===== config.mk =====
export PLATFORM = sky130hd
export DESIGN_NAME = disc_arbiter_flat
export DESIGN_NICKNAME = d
export VERILOG_FILES = /design/src/rtl/disc_arb_pkg.sv /design/src/rtl/disc_arbiter_if.sv /design/src/rtl/rr_pick.sv /design/src/rtl/disc_arbiter.sv /design/src/flat_wrapper.sv
export SDC_FILE = /design/constraint.sdc
export NUM_CORES = 1
export LEC_CHECK = 0
export CAP_MARGIN = 10
export CORE_AREA = 10 10 262 264
export DETAILED_ROUTE_END_ITERATION = 10
export DIE_AREA = 0 0 272 274
export PLACE_DENSITY = 0.52
export SLEW_MARGIN = 20
export SYNTH_ARGS = -nofsm -noshare
export SYNTH_HDL_FRONTEND = slang
export SYNTH_SLANG_ARGS = --single-unit

===== constraint.sdc =====
create_clock -name CLK -period 5.2 [get_ports CLK]
set_input_delay 1.04 -clock CLK [delete_from_list [all_inputs] [get_ports CLK]]
set_output_delay 1.04 -clock CLK [all_outputs]
set_load 0.03 [all_outputs]

===== src/rtl/disc_arb_pkg.sv =====
// Shared types for the discriminant-calculator arbiter: FSM states, response slot and
// the operand bundle handed to the calculator.
package disc_arb_pkg;

  localparam int unsigned DefaultDataW = 16;

  typedef enum logic [1:0] {StIdle, StIssue, StWaitRes} state_e;

  typedef struct packed {
    logic signed [DefaultDataW-1:0] disc;
    logic signed [DefaultDataW-1:0] b;
    logic                           hit;
    logic                           err;
  } slot_t;

  typedef struct packed {
    logic signed [DefaultDataW-1:0] start_x;
    logic signed [DefaultDataW-1:0] start_y;
    logic signed [DefaultDataW-1:0] start_z;
    logic signed [DefaultDataW-1:0] dir_x;
    logic signed [DefaultDataW-1:0] dir_y;
    logic signed [DefaultDataW-1:0] dir_z;
    logic signed [DefaultDataW-1:0] sph_x;
    logic signed [DefaultDataW-1:0] sph_y;
    logic signed [DefaultDataW-1:0] sph_z;
    logic        [DefaultDataW-1:0] radius;
  } ray_op_t;

endpackage


===== src/rtl/disc_arbiter_if.sv =====
// Requester, response and calculator-side signals of the arbiter. The arbiter uses the
// slave view; the surrounding environment (ray generators + calculator) uses master.
interface disc_arbiter_if #(
  parameter int unsigned NUM_REQ = 4,
  parameter int unsigned DATA_W  = 16
);
  localparam int unsigned IdW = $clog2(NUM_REQ);

  logic signed [DATA_W-1:0]         sphere_x, sphere_y, sphere_z;
  logic        [DATA_W-1:0]         sphere_radius;
  logic        [NUM_REQ-1:0]        req_valid, req_ready;
  logic        [NUM_REQ*DATA_W-1:0] req_start_x, req_start_y, req_start_z;
  logic        [NUM_REQ*DATA_W-1:0] req_dir_x, req_dir_y, req_dir_z;
  logic        [NUM_REQ-1:0]        resp_valid, resp_ready;
  logic signed [DATA_W-1:0]         resp_disc, resp_b;
  logic        [IdW-1:0]            resp_id;
  logic                             resp_hit, resp_err;
  logic signed [DATA_W-1:0]         dc_start_x, dc_start_y, dc_start_z;
  logic signed [DATA_W-1:0]         dc_dir_x, dc_dir_y, dc_dir_z;
  logic signed [DATA_W-1:0]         dc_sphere_x, dc_sphere_y, dc_sphere_z;
  logic        [DATA_W-1:0]         dc_radius;
  logic                             dc_input_valid, dc_input_ready;
  logic                             dc_output_ready, dc_quick_intersects;
  logic signed [DATA_W-1:0]         dc_discriminant, dc_b;
  logic                             err_sticky;

  modport slave (
    input  sphere_x, sphere_y, sphere_z, sphere_radius, req_valid,
    input  req_start_x, req_start_y, req_start_z, req_dir_x, req_dir_y, req_dir_z,
    input  resp_ready, dc_input_ready, dc_output_ready, dc_quick_intersects,
    input  dc_discriminant, dc_b,
    output req_ready, resp_valid, resp_disc, resp_b, resp_id, resp_hit, resp_err,
    output dc_start_x, dc_start_y, dc_start_z, dc_dir_x, dc_dir_y, dc_dir_z,
    output dc_sphere_x, dc_sphere_y, dc_sphere_z, dc_radius, dc_input_valid, err_sticky
  );

  modport master (
    output sphere_x, sphere_y, sphere_z, sphere_radius, req_valid,
    output req_start_x, req_start_y, req_start_z, req_dir_x, req_dir_y, req_dir_z,
    output resp_ready, dc_input_ready, dc_output_ready, dc_quick_intersects,
    output dc_discriminant, dc_b,
    input  req_ready, resp_valid, resp_disc, resp_b, resp_id, resp_hit, resp_err,
    input  dc_start_x, dc_start_y, dc_start_z, dc_dir_x, dc_dir_y, dc_dir_z,
    input  dc_sphere_x, dc_sphere_y, dc_sphere_z, dc_radius, dc_input_valid, err_sticky
  );

endinterface


===== src/rtl/rr_pick.sv =====
// Combinational round-robin picker: first eligible index at or after ptr_i, wrapping.
module rr_pick #(
  parameter int unsigned NUM_REQ = 4,
  localparam int unsigned IdxW = $clog2(NUM_REQ)
) (
  input  logic [NUM_REQ-1:0] eligible_i,
  input  logic [IdxW-1:0]    ptr_i,
  output logic [IdxW-1:0]    grant_o,
  output logic               found_o
);

  logic [IdxW-1:0] idx;

  always_comb begin
    grant_o = '0;
    found_o = 1'b0;
    idx     = '0;
    for (int unsigned off = 0; off < NUM_REQ; off++) begin
      idx = IdxW'((32'(ptr_i) + off) % NUM_REQ);
      if (!found_o && eligible_i[idx]) begin
        grant_o = idx;
        found_o = 1'b1;
      end
    end
  end

endmodule


===== src/rtl/disc_arbiter.sv =====
// Round-robin arbiter sharing one discriminant calculator among NUM_REQ ray requesters,
// with a depth-1 response slot per requester and a watchdog on the calculator result.
module disc_arbiter
  import disc_arb_pkg::*;
#(
  parameter int unsigned NUM_REQ = 4,
  parameter int unsigned DATA_W  = DefaultDataW,
  parameter int unsigned TIMEOUT = 15
) (
  input logic           CLK,
  input logic           aresetn,
  disc_arbiter_if.slave bus
);

  localparam int unsigned IdxW = $clog2(NUM_REQ);
  localparam int unsigned WdW  = $clog2(TIMEOUT + 1);

  state_e              state_q;
  logic [IdxW-1:0]     rr_ptr_q, grant_q;
  ray_op_t             op_q;
  logic                dc_valid_q;
  logic [WdW-1:0]      wd_q;
  slot_t               slot_q [NUM_REQ];
  logic [NUM_REQ-1:0]  full_q;
  logic                err_q;

  ray_op_t             lane_op [NUM_REQ];
  logic [NUM_REQ-1:0]  eligible;
  logic [IdxW-1:0]     pick;
  logic                found;

  // Operand structs are sized by DefaultDataW, so DATA_W must keep its default.
  for (genvar i = 0; i < NUM_REQ; i++) begin : g_lane
    assign lane_op[i] = '{
      start_x: bus.req_start_x[i*DATA_W +: DATA_W],
      start_y: bus.req_start_y[i*DATA_W +: DATA_W],
      start_z: bus.req_start_z[i*DATA_W +: DATA_W],
      dir_x:   bus.req_dir_x[i*DATA_W +: DATA_W],
      dir_y:   bus.req_dir_y[i*DATA_W +: DATA_W],
      dir_z:   bus.req_dir_z[i*DATA_W +: DATA_W],
      sph_x:   bus.sphere_x,
      sph_y:   bus.sphere_y,
      sph_z:   bus.sphere_z,
      radius:  bus.sphere_radius
    };
  end

  assign eligible = bus.req_valid & ~full_q;

  rr_pick #(.NUM_REQ(NUM_REQ)) u_rr_pick (
    .eligible_i(eligible),
    .ptr_i     (rr_ptr_q),
    .grant_o   (pick),
    .found_o   (found)
  );

  always_ff @(posedge CLK) begin
    if (!aresetn) begin
      state_q    <= StIdle;
      rr_ptr_q   <= '0;
      grant_q    <= '0;
      op_q       <= '0;
      dc_valid_q <= 1'b0;
      wd_q       <= '0;
      full_q     <= '0;
      err_q      <= 1'b0;
      for (int i = 0; i < NUM_REQ; i++) slot_q[i] <= '0;
    end else begin
      // Pops never hit the lane being written: a full lane is never granted.
      full_q <= full_q & ~bus.resp_ready;
      unique case (state_q)
        StIdle: begin
          if (found) begin
            op_q       <= lane_op[pick];
            grant_q    <= pick;
            rr_ptr_q   <= (pick == IdxW'(NUM_REQ - 1)) ? '0 : pick + 1'b1;
            dc_valid_q <= 1'b1;
            state_q    <= StIssue;
          end
        end
        StIssue: begin
          if (bus.dc_input_ready) begin
            dc_valid_q <= 1'b0;
            wd_q       <= '0;
            state_q    <= StWaitRes;
          end
        end
        StWaitRes: begin
          wd_q <= wd_q + 1'b1;
          if (bus.dc_output_ready) begin
            slot_q[grant_q] <= '{disc: bus.dc_discriminant, b: bus.dc_b,
                                 hit: bus.dc_quick_intersects, err: 1'b0};
            full_q[grant_q] <= 1'b1;
            state_q         <= StIdle;
          end else if (wd_q == WdW'(TIMEOUT - 1)) begin
            slot_q[grant_q] <= '{disc: '0, b: '0, hit: 1'b0, err: 1'b1};
            full_q[grant_q] <= 1'b1;
            err_q           <= 1'b1;
            state_q         <= StIdle;
          end
        end
        default: state_q <= StIdle;
      endcase
    end
  end

  assign bus.req_ready = (state_q == StIdle && found && aresetn) ?
                         (NUM_REQ'(1) << pick) : '0;

  assign bus.dc_start_x     = op_q.start_x;
  assign bus.dc_start_y     = op_q.start_y;
  assign bus.dc_start_z     = op_q.start_z;
  assign bus.dc_dir_x       = op_q.dir_x;
  assign bus.dc_dir_y       = op_q.dir_y;
  assign bus.dc_dir_z       = op_q.dir_z;
  assign bus.dc_sphere_x    = op_q.sph_x;
  assign bus.dc_sphere_y    = op_q.sph_y;
  assign bus.dc_sphere_z    = op_q.sph_z;
  assign bus.dc_radius      = op_q.radius;
  assign bus.dc_input_valid = dc_valid_q;
  assign bus.resp_valid     = full_q;
  assign bus.err_sticky     = err_q;

  // Shared response bus shows the lowest-index full slot.
  always_comb begin
    bus.resp_id   = '0;
    bus.resp_disc = '0;
    bus.resp_b    = '0;
    bus.resp_hit  = 1'b0;
    bus.resp_err  = 1'b0;
    for (int i = NUM_REQ - 1; i >= 0; i--) begin
      if (full_q[i]) begin
        bus.resp_id   = IdxW'(i);
        bus.resp_disc = slot_q[i].disc;
        bus.resp_b    = slot_q[i].b;
        bus.resp_hit  = slot_q[i].hit;
        bus.resp_err  = slot_q[i].err;
      end
    end
  end

endmodule

===== src/flat_wrapper.sv =====
// flat-port wrapper written by rule: the top's interface ports become plain ports
module disc_arbiter_flat import disc_arb_pkg::*;
#(
  parameter int unsigned NUM_REQ = 4,
  parameter int unsigned DATA_W  = DefaultDataW,
  parameter int unsigned TIMEOUT = 15
)
  (CLK, aresetn, bus_sphere_x, bus_sphere_y, bus_sphere_z, bus_sphere_radius, bus_req_valid, bus_req_start_x, bus_req_start_y, bus_req_start_z, bus_req_dir_x, bus_req_dir_y, bus_req_dir_z, bus_resp_ready, bus_dc_input_ready, bus_dc_output_ready, bus_dc_quick_intersects, bus_dc_discriminant, bus_dc_b, bus_req_ready, bus_resp_valid, bus_resp_disc, bus_resp_b, bus_resp_id, bus_resp_hit, bus_resp_err, bus_dc_start_x, bus_dc_start_y, bus_dc_start_z, bus_dc_dir_x, bus_dc_dir_y, bus_dc_dir_z, bus_dc_sphere_x, bus_dc_sphere_y, bus_dc_sphere_z, bus_dc_radius, bus_dc_input_valid, bus_err_sticky);
  disc_arbiter_if #(.NUM_REQ(NUM_REQ), .DATA_W(DATA_W)) bus_i ();
  input logic CLK;
  input logic aresetn;
  input wire logic [$bits(bus_i.sphere_x)-1:0] bus_sphere_x;
  input wire logic [$bits(bus_i.sphere_y)-1:0] bus_sphere_y;
  input wire logic [$bits(bus_i.sphere_z)-1:0] bus_sphere_z;
  input wire logic [$bits(bus_i.sphere_radius)-1:0] bus_sphere_radius;
  input wire logic [$bits(bus_i.req_valid)-1:0] bus_req_valid;
  input wire logic [$bits(bus_i.req_start_x)-1:0] bus_req_start_x;
  input wire logic [$bits(bus_i.req_start_y)-1:0] bus_req_start_y;
  input wire logic [$bits(bus_i.req_start_z)-1:0] bus_req_start_z;
  input wire logic [$bits(bus_i.req_dir_x)-1:0] bus_req_dir_x;
  input wire logic [$bits(bus_i.req_dir_y)-1:0] bus_req_dir_y;
  input wire logic [$bits(bus_i.req_dir_z)-1:0] bus_req_dir_z;
  input wire logic [$bits(bus_i.resp_ready)-1:0] bus_resp_ready;
  input wire logic [$bits(bus_i.dc_input_ready)-1:0] bus_dc_input_ready;
  input wire logic [$bits(bus_i.dc_output_ready)-1:0] bus_dc_output_ready;
  input wire logic [$bits(bus_i.dc_quick_intersects)-1:0] bus_dc_quick_intersects;
  input wire logic [$bits(bus_i.dc_discriminant)-1:0] bus_dc_discriminant;
  input wire logic [$bits(bus_i.dc_b)-1:0] bus_dc_b;
  output wire logic [$bits(bus_i.req_ready)-1:0] bus_req_ready;
  output wire logic [$bits(bus_i.resp_valid)-1:0] bus_resp_valid;
  output wire logic [$bits(bus_i.resp_disc)-1:0] bus_resp_disc;
  output wire logic [$bits(bus_i.resp_b)-1:0] bus_resp_b;
  output wire logic [$bits(bus_i.resp_id)-1:0] bus_resp_id;
  output wire logic [$bits(bus_i.resp_hit)-1:0] bus_resp_hit;
  output wire logic [$bits(bus_i.resp_err)-1:0] bus_resp_err;
  output wire logic [$bits(bus_i.dc_start_x)-1:0] bus_dc_start_x;
  output wire logic [$bits(bus_i.dc_start_y)-1:0] bus_dc_start_y;
  output wire logic [$bits(bus_i.dc_start_z)-1:0] bus_dc_start_z;
  output wire logic [$bits(bus_i.dc_dir_x)-1:0] bus_dc_dir_x;
  output wire logic [$bits(bus_i.dc_dir_y)-1:0] bus_dc_dir_y;
  output wire logic [$bits(bus_i.dc_dir_z)-1:0] bus_dc_dir_z;
  output wire logic [$bits(bus_i.dc_sphere_x)-1:0] bus_dc_sphere_x;
  output wire logic [$bits(bus_i.dc_sphere_y)-1:0] bus_dc_sphere_y;
  output wire logic [$bits(bus_i.dc_sphere_z)-1:0] bus_dc_sphere_z;
  output wire logic [$bits(bus_i.dc_radius)-1:0] bus_dc_radius;
  output wire logic [$bits(bus_i.dc_input_valid)-1:0] bus_dc_input_valid;
  output wire logic [$bits(bus_i.err_sticky)-1:0] bus_err_sticky;
  assign bus_i.sphere_x = bus_sphere_x;
  assign bus_i.sphere_y = bus_sphere_y;
  assign bus_i.sphere_z = bus_sphere_z;
  assign bus_i.sphere_radius = bus_sphere_radius;
  assign bus_i.req_valid = bus_req_valid;
  assign bus_i.req_start_x = bus_req_start_x;
  assign bus_i.req_start_y = bus_req_start_y;
  assign bus_i.req_start_z = bus_req_start_z;
  assign bus_i.req_dir_x = bus_req_dir_x;
  assign bus_i.req_dir_y = bus_req_dir_y;
  assign bus_i.req_dir_z = bus_req_dir_z;
  assign bus_i.resp_ready = bus_resp_ready;
  assign bus_i.dc_input_ready = bus_dc_input_ready;
  assign bus_i.dc_output_ready = bus_dc_output_ready;
  assign bus_i.dc_quick_intersects = bus_dc_quick_intersects;
  assign bus_i.dc_discriminant = bus_dc_discriminant;
  assign bus_i.dc_b = bus_dc_b;
  assign bus_req_ready = bus_i.req_ready;
  assign bus_resp_valid = bus_i.resp_valid;
  assign bus_resp_disc = bus_i.resp_disc;
  assign bus_resp_b = bus_i.resp_b;
  assign bus_resp_id = bus_i.resp_id;
  assign bus_resp_hit = bus_i.resp_hit;
  assign bus_resp_err = bus_i.resp_err;
  assign bus_dc_start_x = bus_i.dc_start_x;
  assign bus_dc_start_y = bus_i.dc_start_y;
  assign bus_dc_start_z = bus_i.dc_start_z;
  assign bus_dc_dir_x = bus_i.dc_dir_x;
  assign bus_dc_dir_y = bus_i.dc_dir_y;
  assign bus_dc_dir_z = bus_i.dc_dir_z;
  assign bus_dc_sphere_x = bus_i.dc_sphere_x;
  assign bus_dc_sphere_y = bus_i.dc_sphere_y;
  assign bus_dc_sphere_z = bus_i.dc_sphere_z;
  assign bus_dc_radius = bus_i.dc_radius;
  assign bus_dc_input_valid = bus_i.dc_input_valid;
  assign bus_err_sticky = bus_i.err_sticky;
  disc_arbiter #(.NUM_REQ(NUM_REQ), .DATA_W(DATA_W), .TIMEOUT(TIMEOUT)) u_core (.CLK(CLK), .aresetn(aresetn), .bus(bus_i));
endmodule

After elaboration in Yosys (flattened, before gate mapping):

Memory sizes are Yosys's and may differ from the RTL's.
Cells that the tools add are included.

* flip-flop bits (word level): 176
* word-level logic and storage cells: 134
* RAM bits: 136
* output and inout bits: 206
* input port bits: 493
* memories: 1

Memories
* u_core.slot_q: depth 4, bits a word 34, rd ports 4, clocked after memory_dff 0, wr ports 4, RTL line disc_arbiter.sv:23 `slot_t slot_q [NUM_REQ];`

* multiplexer cells: 70
* order comparisons: 7
* shifts and indexed selects: 1
* reductions and logical operators: 18
* eq/ne operators: 7
* bitwise logic cells: 8
* add/sub/neg operators: 5

Operators by type and width (count)
* binary-select mux 160 bit (select 2 bit): 1
* two-way mux 160 bit: 2
* two-way mux 16 bit: 8
* two-way mux 34 bit: 2
* OR reduction 34 bit: 1
* two-way mux 1 bit: 30
* two-way mux 2 bit: 14
* two-way mux 4 bit: 5
* < comparator 2 x 3 -> 1 bit (second input constant): 5
* AND reduction 3 bit: 3
* AND 4 bit: 2
* binary-select mux 1 bit (select 2 bit): 4
* inverter 4 bit: 2
* case mux 4 bit (2 select lines): 1
* logical AND 1 bit: 6
* case mux 2 bit (3 select lines): 1
* adder 2 x 1 -> 2 bit (second input constant): 2
* adder 2 bit (second input constant): 2
* adder 4 x 1 -> 4 bit (second input constant): 1
* equality test 2 bit (second input constant): 2
* equality test 4 bit (second input constant): 1
* OR 4 bit: 1
* AND reduction 2 bit: 2
* nonzero test 2 bit: 2
* other kinds (14): 16

Longest topological paths before layout:

* depth in word-level cells: 18
* gate-level depth with buffers: 10
* gate-level depth less buffers: 6

Cells and area by module:

Synthesis repeated with hierarchy kept, for this count alone.

* cell total of the unflattened synthesis: 1385
* area total of the unflattened synthesis: 14818.0 µm²

Modules (own cells, without submodules)
* disc_arbiter: area each 14740.4 µm², instances 1, cells each 1370
* rr_pick: area each 77.6 µm², instances 1, cells each 15

Worst setup path before layout:

No wires, ideal clock.

* kind: input to output
* start: input bus_req_valid[1]
* end: output bus_req_ready[3]
* stages on the path: 7
* slack: 1.407 ns
* data arrival time: 2.753 ns
* path buffers: 3
* cell sequence: nor2b_1 -> o221ai_1 -> a21o_1 -> buf_2 -> buf_4 -> buf_6 -> nor3_1

* word-level cells in the longest chain between the ends: 16

RTL lines
* start, declared: RTL line flat_wrapper.sv:16 `input wire logic [$bits(bus_i.req_valid)-1:0] bus_req_valid;`
* AND 4 bit (*): RTL line disc_arbiter.sv:48 `assign eligible = bus.req_valid & ~full_q;`
* binary-select mux 1 bit (select 2 bit): RTL line rr_pick.sv:20 `if (!found_o && eligible_i[idx]) begin`
* two-way mux 1 bit (not written as such): RTL line rr_pick.sv:20
* two-way mux 1 bit: RTL line rr_pick.sv:20
* zero test 1 bit: RTL line rr_pick.sv:20
* logical AND 1 bit: RTL line rr_pick.sv:20
* two-way mux 1 bit: RTL line rr_pick.sv:20
* zero test 1 bit: RTL line rr_pick.sv:20
* logical AND 1 bit: RTL line rr_pick.sv:20
* two-way mux 1 bit: RTL line rr_pick.sv:20
* zero test 1 bit: RTL line rr_pick.sv:20
* logical AND 1 bit: RTL line rr_pick.sv:20
* two-way mux 1 bit: RTL line rr_pick.sv:20
* logical AND 1 bit (2 in series): RTL line disc_arbiter.sv:107 `assign bus.req_ready = (state_q == StIdle && found && aresetn) ?`
* two-way mux 4 bit (*): RTL line disc_arbiter.sv:107
* end, declared: RTL line flat_wrapper.sv:29 `output wire logic [$bits(bus_i.req_ready)-1:0] bus_req_ready;`

Every way passes the cells marked *; elsewhere a longest branch is shown, timed or not. The select of a mux whose other input is x is not followed.

Worst setup path in the final report:

* start: register u_core.full_q[2], in the netlist u_core.bus.resp_valid[2]
* end: output bus_resp_hit

* word-level cells in the longest chain between the ends: 3

RTL lines
* start, declared: RTL line disc_arbiter.sv:24 `logic [NUM_REQ-1:0] full_q;`
* start signal, assigned: RTL line disc_arbiter.sv:70 `full_q <= full_q & ~bus.resp_ready;`
* two-way mux 1 bit (3 in series): RTL line disc_arbiter.sv:132 `if (full_q[i]) begin`
* end, declared: RTL line flat_wrapper.sv:34 `output wire logic [$bits(bus_i.resp_hit)-1:0] bus_resp_hit;`

No other way between the ends.

==> tab_implementation.tex <==
\begin{tabular}{lr}
\hline
Metric & Value \\
\hline
\multicolumn{2}{l}{\textbf{Worst hold path}} \\
Worst Hold Class & reg -> reg \\
\multicolumn{2}{l}{\textbf{Routing}} \\
Routed wire length & between 70 and 80 mm \\
Post-route ant nets & 0 \\
Post-detailed-route wirelength per cell & $\sim$25 um \\
Post-route DRC & 0 \\
Via count & roughly 15,000 \\
Iteration count of the initial detailed-routing pass & 5 \\
DRT iter0 DRCs & 1,195 \\
Via-per-instance ratio & 4.78 \\
\multicolumn{2}{l}{\textbf{Die}} \\
Die span in x & between 200 and 300 um \\
Die Outline Area & 74,500 um2 \\
I/O Pins & around 700 \\
Initial cell density of the core & 0.242 \\
Site row count & 93 \\
Core region area & 63,600 um2 \\
Vertical die dimension & 274 um \\
\multicolumn{2}{l}{\textbf{Timing}} \\
Minimum clock period after layout & $\sim$4.3 ns \\
Setup repair after global routing missed its margin & false \\
Maximum clock rate & between 0.2 and 0.25 GHz \\
Final count of hold timing violations & 0 \\
Worst rel slew slack & 0.265 \\
Final Worst Setup Slack & around 0.9 ns \\
Portion of the clock cycle consumed by the worst path in the final layout & 0.828 \\
Final setup skew & 0.0226 ns \\
Tightest Pin Transition & roughly 1.1 ns \\
Setup violation total in the final timing report & 0 \\
Final-report max-slew violation count & 0 \\
Final TNS setup & 0 ns \\
\multicolumn{2}{l}{\textbf{Yosys}} \\
Portion of synthesized cell area occupied by the leading cell type & 0.266 \\
Synthesis warning total & 0 \\
Synth area leader & sky130\_fd\_sc\_hd\_\_edfxtp\_1 \\
Post-synthesis async set-or-reset flop share & 0 \\
Most frequent cells after synthesis & 395 x sky130\_fd\_sc\_hd\_\_nand2\_1, 176 x sky130\_fd\_sc\_hd\_\_dfxtp\_1, 149 x sky130\_fd\_sc\_hd\_\_nor2\_1 \\
Proportion of synthesized chip area in sequential cells & 0.495 \\
Synthesized instance count & 1,675 \\
Number of synthesized flops with an enable pin & 136 \\
Largest cells by area after synthesis & sky130\_fd\_sc\_hd\_\_edfxtp\_1 27\%, sky130\_fd\_sc\_hd\_\_dfxtp\_1 23\%, sky130\_fd\_sc\_hd\_\_nand2\_1 9.6\%, sky130\_fd\_sc\_hd\_\_a221o\_1 6.0\%, sky130\_fd\_sc\_hd\_\_mux2i\_1 6.0\% \\
Post-synthesis instance area & $\sim$15,000 um2 \\
Dominant synthesized flop cell & sky130\_fd\_sc\_hd\_\_dfxtp\_1 \\
Net count after synthesis & between 2,000 and 2,500 \\
Unique masters post-synth & 46 \\
Mean instance size in the synthesized netlist & 9.18 um2 \\
Library cell with the highest instance count after synthesis & sky130\_fd\_sc\_hd\_\_nand2\_1 \\
Flops \& latches, synth & between 300 and 400 \\
\multicolumn{2}{l}{\textbf{Worst setup path}} \\
Startpoint kind of the worst setup timing path & register \\
Master of the slowest instance on the critical path & sky130\_fd\_sc\_hd\_\_clkdlybuf4s50\_1 \\
Critical path class & reg -> out \\
Required time at the worst-slack endpoint & 4.16 ns \\
Crit path largest cell delay & between 0.7 and 0.8 ns \\
Critical path, cell by cell & nor2b\_2, buf\_4, a22oi\_1, nor2\_1, a21oi\_1, o21ai\_0, clkdlybuf4s50\_1 \\
Setup crit end kind & primary output \\
Arrival time at the worst endpoint & between 3 and 4 ns \\
Critical path peak fanout & 35 \\
\multicolumn{2}{l}{\textbf{Global route}} \\
Via count of the first global-routing pass & 15,300 \\
Grt total ovfl & 0 \\
Pin count of the biggest net entering global routing & 99 \\
Initial antenna violation count & 22 \\
Overall routing resource usage & 0.199 \\
Global-route wire length before repair & 110 mm \\
\multicolumn{2}{l}{\textbf{Clock network}} \\
Clock buffers created by TritonCTS & 40 \\
Clock Pin Slew Worst Setup and Hold Paths & approximately 0.060 ns \\
Insertion delay of the later-clocked pin in the worst-skew pair & about 0.56 ns \\
Post-CTS Repair Setup Buffers & 0 \\
Cts repair resizes & 0 \\
H-Tree Level Count & 2 \\
Clk sinks & roughly 310 \\
Buffer cell driving the clock tree root & sky130\_fd\_sc\_hd\_\_clkbuf\_16 \\
Number of hold-repair buffers added at the cts stage & 0 \\
TritonCTS clock tree & yes \\
Maximum clock insertion buffer count & 3 \\
\multicolumn{2}{l}{\textbf{Final layout}} \\
Area growth, synth to finish & 58.7\% \\
Proportion of layout cells with a drive suffix above 1 & 0.0469 \\
Final non-filler cell total & approximately 3,200 \\
Nets@finish & around 2,800 \\
Fill cells & 6,332 \\
\multicolumn{2}{l}{\textbf{Placement}} \\
Number of buffer cells added on primary ports & 698 \\
Post-Place Cells & just over 3,000 \\
Placed wire-length estimate & a little under 60 mm \\
Routability congestion estimate from global placement & roughly 0.84 \\
Worst slack at placement & between 1 and 1.5 ns \\
\multicolumn{2}{l}{\textbf{Flow run}} \\
Number of maximum-capacitance constraint violations & 0 \\
\multicolumn{2}{l}{\textbf{Power and ir drop}} \\
Power per cell area & 331 nW/um2 \\
Leakage power summed over all cells & 9.10 nW \\
Maximum vdd ir drop & 190 uV \\
\multicolumn{2}{l}{\textbf{Outcome}} \\
Status & finished clean \\
\hline
\end{tabular}
placed cells by master, fill, tap and decap left out, drive strengths merged, types with 3 or more instances in the layout:
cell	instances
diode	7
a221o	92
a21oi	44
clkbuf	51
and2	4
a211oi	7
nor3	7
a22oi	34
inv	43
edfxtp	136
a21boi	74
nand2	395
nand3	6
nand2b	10
nor2	150
clkinv	14
nor2b	3
clkdlybuf4s50	693
mux2i	92
dfxtp	176
clkinvlp	4
buf	33
o41ai	4
o2bb2ai	92
o21ai	134
and3	3
per-stage QoR:
| step | hold WS, ns | area, um2 | utilization | power (W) |
|---|---|---|---|---|
| 2_1_floorplan | 0.466 | 15400 | - | 0.00421 |
| 3_3_place_gp | 0.453 | 23100 | 0.362 | 0.00540 |
| 3_5_place_dp | 0.460 | 23100 | 0.362 | 0.00541 |
| 4_1_cts | 0.468 | 24300 | 0.382 | 0.00819 |
| 5_1_grt | 0.481 | 24400 | 0.383 | 0.00843 |
| 6_report | 0.466 | 24400 | 0.383 | 0.00808 |
kinds of logic (layout without fill, tap and decap cells):
logic type	count (synthesis)	after routing	share of synthesized area
XOR/XNOR	1	1	0.000570
AND/OR/NAND/NOR	589	589	0.152
buffers and inverters	188	839	0.0553
other	0	7	0
flip-flops	312	312	0.495
AO/OA/AOI/OAI	491	491	0.235
adder cells (fa/ha/maj)	2	2	0.00163
multiplexers	92	92	0.0599
area by class of cell:
class / count / area [um2] / share of cell area
Multi-Input combinational cell: 1175 / 6960 / 0.285
Sequential cell: 312 / 7610 / 0.312
Tap cell: 855 / 1070 / 0.0438
Clock inverter: 22 / 179 / 0.00733
Inverter: 40 / 150 / 0.00615
Timing Repair Buffer: 726 / 7320 / 0.300
Clock buffer: 51 / 1090 / 0.0448
Antenna cell: 7 / 17.5 / 0.000718
flip-flops by register name (all words and copies together), names as in the netlist:
name,cells
u_core.bus.dc_input_valid,1
u_core.bus.resp_valid,4
u_core.bus.dc_sphere_y,16
u_core.bus.dc_start_y,16
u_core.rr_ptr_q,2
u_core.wd_q,4
u_core.bus.dc_start_z,16
u_core.bus.dc_sphere_z,16
u_core.bus.dc_dir_x,16
u_core.bus.dc_sphere_x,16
u_core.bus.dc_dir_z,16
u_core.bus.dc_radius,16
u_core.state_q,2
u_core.grant_q,2
u_core.bus.err_sticky,1
u_core.slot_q,136
u_core.bus.dc_dir_y,16
u_core.bus.dc_start_x,16
critical path, delay by kind of cell, from the launching register on:
| kind | cells | cell delay (ns) |
|---|---|---|
| AOI/OAI and AO/OA | 3 | 0.58 |
| buffers and inverters | 2 | 1.19 |
| DFF | 1 | 0.58 |
| and+or+nand+nor | 2 | 0.34 |
per-layer routing:
| metal | routed length, um | vias up | GRT usage |
|---|---|---|---|
| li1 | - | 7253 | - |
| met1 | 30700 | 7259 | 0.236 |
| met2 | 39200 | 633 | 0.339 |
| met3 | 7180 | 83 | 0.0727 |
| met4 | 1080 | 16 | 0.0414 |
| met5 | 110 | - | 0 |
path summary, 6_finish.rpt:
| path | end | startpoint | slack, ns | depth (start not counted) |
|---|---|---|---|---|
| hold / removal | u_core.bus.dc_sphere_z[2] | u_core.bus.dc_sphere_z[2] | 0.47 | 2 |
| setup reg to reg | u_core.bus.dc_start_y[9] | u_core.bus.resp_valid[2] | 1.83 | 7 |
| hold reg to reg | u_core.bus.dc_sphere_z[2] | u_core.bus.dc_sphere_z[2] | 0.47 | 2 |
| setup / recovery | bus_resp_hit | u_core.bus.resp_valid[2] | 0.89 | 7 |
power by group:
group	switching, W	internal, W
Clock	0.00116	0.00155
Sequential	0.000141	0.00280
Combinational	0.00136	0.00106
Total	0.00266	0.00542
No activity file was read; power rests on OpenSTA's default activity.
